--- src/rtl/fwd_operand_mux4_pkg.sv ---
// fwd_operand_mux4_pkg: select encodings shared by the forwarding unit and the operand muxes
package fwd_operand_mux4_pkg;
  typedef enum logic [1:0] {
    FWD_REG       = 2'd0,
    FWD_EXMEM_ALU = 2'd1,
    FWD_MEMWB_ALU = 2'd2,
    FWD_MEMWB_LMD = 2'd3
  } fwd_sel_e;
endpackage

--- src/rtl/fwd_operand_mux4.sv ---
// fwd_operand_mux4: ID-stage forwarding operand mux with zero flag and enable-gated registered copy
//   clk, reset(async, active-low), en(capture enable, low = stall hold)
//   in0 regfile, in1 EX/MEM ALU, in2 MEM/WB ALU, in3 MEM/WB load data, sel(2b)
//   out/out_zero combinational; out_q/sel_q registered together
module fwd_operand_mux4
  import fwd_operand_mux4_pkg::*;
#(
  parameter int               WIDTH     = 32,
  parameter logic [WIDTH-1:0] RESET_VAL = '0
) (
  input  logic             clk,
  input  logic             reset,
  input  logic             en,
  input  logic [WIDTH-1:0] in0,
  input  logic [WIDTH-1:0] in1,
  input  logic [WIDTH-1:0] in2,
  input  logic [WIDTH-1:0] in3,
  input  logic [1:0]       sel,
  output logic [WIDTH-1:0] out,
  output logic             out_zero,
  output logic [WIDTH-1:0] out_q,
  output logic [1:0]       sel_q
);
  logic [WIDTH-1:0] out_d;
  logic [1:0]       sel_d;
  // Starting from X lets an unknown select show up as X in simulation; all real codes are covered.
  always_comb begin
    out = 'x;
    case (sel)
      FWD_REG:       out = in0;
      FWD_EXMEM_ALU: out = in1;
      FWD_MEMWB_ALU: out = in2;
      FWD_MEMWB_LMD: out = in3;
    endcase
  end
  assign out_zero = ~|out;
  assign out_d    = en ? out : out_q;
  assign sel_d    = en ? sel : sel_q;
  always_ff @(posedge clk or negedge reset) begin
    if (!reset) begin
      out_q <= RESET_VAL;
      sel_q <= 2'b00;
    end else begin
      out_q <= out_d;
      sel_q <= sel_d;
    end
  end
endmodule

--- config.mk ---
export PLATFORM = sky130hd
export DESIGN_NAME = fwd_operand_mux4
export DESIGN_NICKNAME = d
export VERILOG_FILES = /design/src/rtl/fwd_operand_mux4_pkg.sv /design/src/rtl/fwd_operand_mux4.sv
export SDC_FILE = /design/constraint.sdc
export NUM_CORES = 1
export LEC_CHECK = 0
export BUFFER_PORTS_ARGS = -buffer_cell sky130_fd_sc_hd__buf_2
export CAP_MARGIN = 20
export CORE_MARGIN = 5
export CORE_UTILIZATION = 34
export CTS_BUF_LIST = sky130_fd_sc_hd__clkbuf_4
export CTS_CLUSTER_SIZE = 40
export DETAILED_ROUTE_END_ITERATION = 16
export GPL_TIMING_DRIVEN = 1
export MAX_ROUTING_LAYER = met4
export PLACE_DENSITY = 0.81
export SKIP_LAST_GASP = 1
export SLEW_MARGIN = 40
export SYNTH_ARGS = -nofsm -noshare
export SYNTH_HDL_FRONTEND = slang
export SYNTH_SLANG_ARGS = --single-unit
--- constraint.sdc ---
create_clock -name clk -period 1.4 [get_ports clk]
set_input_delay 0 -clock clk [delete_from_list [all_inputs] [get_ports clk]]
set_output_delay 0 -clock clk [all_outputs]
set_load 0.01 [all_outputs]
==> impl_metrics.json <==
{
  "synth_area_leaders": "dfrtp_1 (40%), mux4_2 (34%), mux2_2 (18%)",
  "status": "finished with violations",
  "drive_gt1_share_pct": 89.7,
  "multiInputGateArea_um2": 1230,
  "yosysUniqueCellTypes": 11,
  "grt_usage_pct": 21.8,
  "start_kind": "primary input",
  "nets": 501,
  "violations": "setup timing",
  "r2r.worst_path.cells": 1,
  "worstPathMaxFanout": 7,
  "fillers": 493,
  "antenna_found_initial": 0,
  "worst_pin_slew_ns": 0.454,
  "hold_path.startpoint": "sel[0]",
  "synth_top_area_share_pct": 40.5,
  "finalCriticalPeriod_ns": 1.63,
  "dpl_cell_area_um2": 3470,
  "hold_viol": 0,
  "netlist_instances": 123,
  "drv_cap": 0,
  "crit_type": "in2out",
  "syn_nets": 256,
  "cp.required_ns": 1.40,
  "rows": 28,
  "cts_buffers": 5,
  "gp_congestion": 0.775,
  "grt_max_degree": 35,
  "ys_ff_latch": 34,
  "clock_sinks": 34,
  "first_global_vias": 2519,
  "numPortBuffers": 199,
  "timing.rr.start": "out_q[7]$_DFFE_PN0P_",
  "viasPerCell": 4.98,
  "skew_ns": 0,
  "min_path_type": "in2reg",
  "rsz0062_at_grt": "yes",
  "timing.fmax_ghz": 0.615,
  "r2r_slack_ns": 0.62,
  "total_power_mw": 3.02,
  "die_y_um": 88.6,
  "setup_viol": 1,
  "pin_count": 200,
  "first_pass_iters": 4,
  "n_antenna_cell": 0,
  "clockBufferDepth": 2,
  "die_x_um": 88.6,
  "path_clk_slew_ns": 0.10,
  "register_area_um2": 851,
  "peakVddDrop_mv": 0.512,
  "grt_pass1_wl_um": 12400,
  "final_cell_area_um2": 3720,
  "yosys_warnings": 0,
  "start_util_pct": 35.3,
  "cts_tree": "done",
  "seq_area_frac_synth_pct": 40.5,
  "coreArea_um2": 5960,
  "drc": 0,
  "via_count": 2206,
  "relSlewSlack_pct": 69.7,
  "die_area_um2": 7860,
  "worstReg2RegEnd": "out_q[7]$_DFFE_PN0P_",
  "wl_per_cell_um": 18.8,
  "syn_to_final_growth_pct": 77.1,
  "cts_max_level": 2,
  "netlist_area_um2": 2100,
  "setup_ws_ns": -0.227,
  "holdPathStages": 3,
  "ant_nets": 0,
  "overflow": 0,
  "cp-end-kind": "output pin",
  "slew_violations": 0,
  "p_leak_nw": 1.85,
  "place_hpwl_um": 6730,
  "dr.first_iter.drc_count": 49,
  "worst_skew_pair.late_latency_ns": 0.33,
  "pwr_density_cell_nw_per_um2": 812,
  "hold_end": "sel_q[0]$_DFFE_PN0P_",
  "cts-root-buf": "clkbuf_4",
  "drt-total-wl_um": 8320,
  "arrival_ns": 1.63,
  "syn_area_per_cell_um2": 17.1,
  "yosys.area.top_type": "dfrtp_1",
  "fin_crit_sh_pct": 116
}
[cells by family after synthesis]
logic type             count (synthesis)  synth area share, %
AND/OR/NAND/NOR                       11                 3.15
multiplexers                          66                 52.5
buffers and inverters                 12                 3.87
flip-flops                            34                 40.5
[cell type report]
class                   instances  share of cell area, %
repair buffers                250                   40.1
multi-input cells              77                   33.1
flip-flops and latches         34                   22.8
well taps                      75                   2.52
clock buffers                   7                   1.41
[layout by cell type, fill, tap and decap left out]
cell	synthesis	layout
nor2_2	0	1
mux2_2	34	34
nor4_2	0	5
nand4_1	2	2
nor4_1	8	1
buf_16	0	2
buf_12	1	5
buf_2	1	197
buf_6	2	1
mux4_2	32	32
nor4_4	0	2
clkbuf_4	0	7
dfrtp_1	34	34
buf_4	1	44
dlygate4sd3_1	0	1
[routing by layer]
metal  part of all wire [%]  up-vias  GRT usage (%)  wire length [µm]
li1                       -     1004              -                 -
met1                     35     1076           24.1              2900
met2                     55      117           39.9              4560
met3                    9.1        9           4.75               756
met4                    1.3        0           4.95               105
met5                      0        -              -                 0
[worst max-delay path, stage by stage]
cell and delay [ns]:
buf_12 0.12, buf_12 0.13, buf_4 0.11, mux4_2 0.53
nor4_4 0.32, nand4_1 0.14, nor2_2 0.13, buf_2 0.15
[registers in the layout (all words and copies together) (netlist names)]
register and flops:
out_q 32, sel_q 2
[synthesized netlist by cell type]
| master | count |
|---|---|
| dfrtp_1 | 34 |
| buf_6 | 2 |
| buf_2 | 1 |
| nor2_1 | 1 |
| nor4_1 | 8 |
| buf_4 | 1 |
| mux2_2 | 34 |
| nand4_1 | 2 |
| mux4_2 | 32 |
| clkbuf_1 | 7 |
| buf_12 | 1 |
[through the flow]
step	utilization (%)	setup slack [ns]	setup TNS [ns]	hold WS, ns	std cells
final	62.5	-0.227	-0.227	0.106	443
after global routing	62.5	-0.338	-0.338	0.101	443
after CTS	62.4	-0.237	-0.237	0.0969	443
after detailed placement	58.3	-0.368	-1.09	0.124	426
after global placement	58.3	-0.373	-0.774	0.128	426
after floorplan	-	0.00540	0	-0.296	123
[worst max path at each step]
| stage | cells after the start | end | slack [ns] | from |
|---|---|---|---|---|
| finish | 8 | out_zero | -0.23 | sel[0] |
| detailed placement | 8 | out_zero | -0.37 | sel[0] |
| global route | 8 | out_zero | -0.34 | sel[0] |
| global placement | 8 | out_zero | -0.37 | sel[0] |
| floorplan | 6 | out_zero | 0.005 | sel[0] |
| CTS | 9 | out_zero | -0.24 | sel[0] |
[where the power goes]
part | total, mW | internal, mW | leakage (nW) | switching (mW)
sequential | 1.19 | 1.13 | 0.398 | 0.0677
clock | 0.544 | 0.228 | 0.0322 | 0.315
combinational | 1.29 | 0.735 | 1.42 | 0.553
[what timing repair did]
item / in CTS / in global routing
buffers inserted: 8 / 0
gates cloned: 2 / 0
gates resized for setup: 15 / 1
hold buffers: 1 / 0
endpoints found under the hold margin: 34 / 0
pin swaps: 6 / 0
endpoints found under the setup margin: 1 / 1
(Power assumes the default switching activity.)
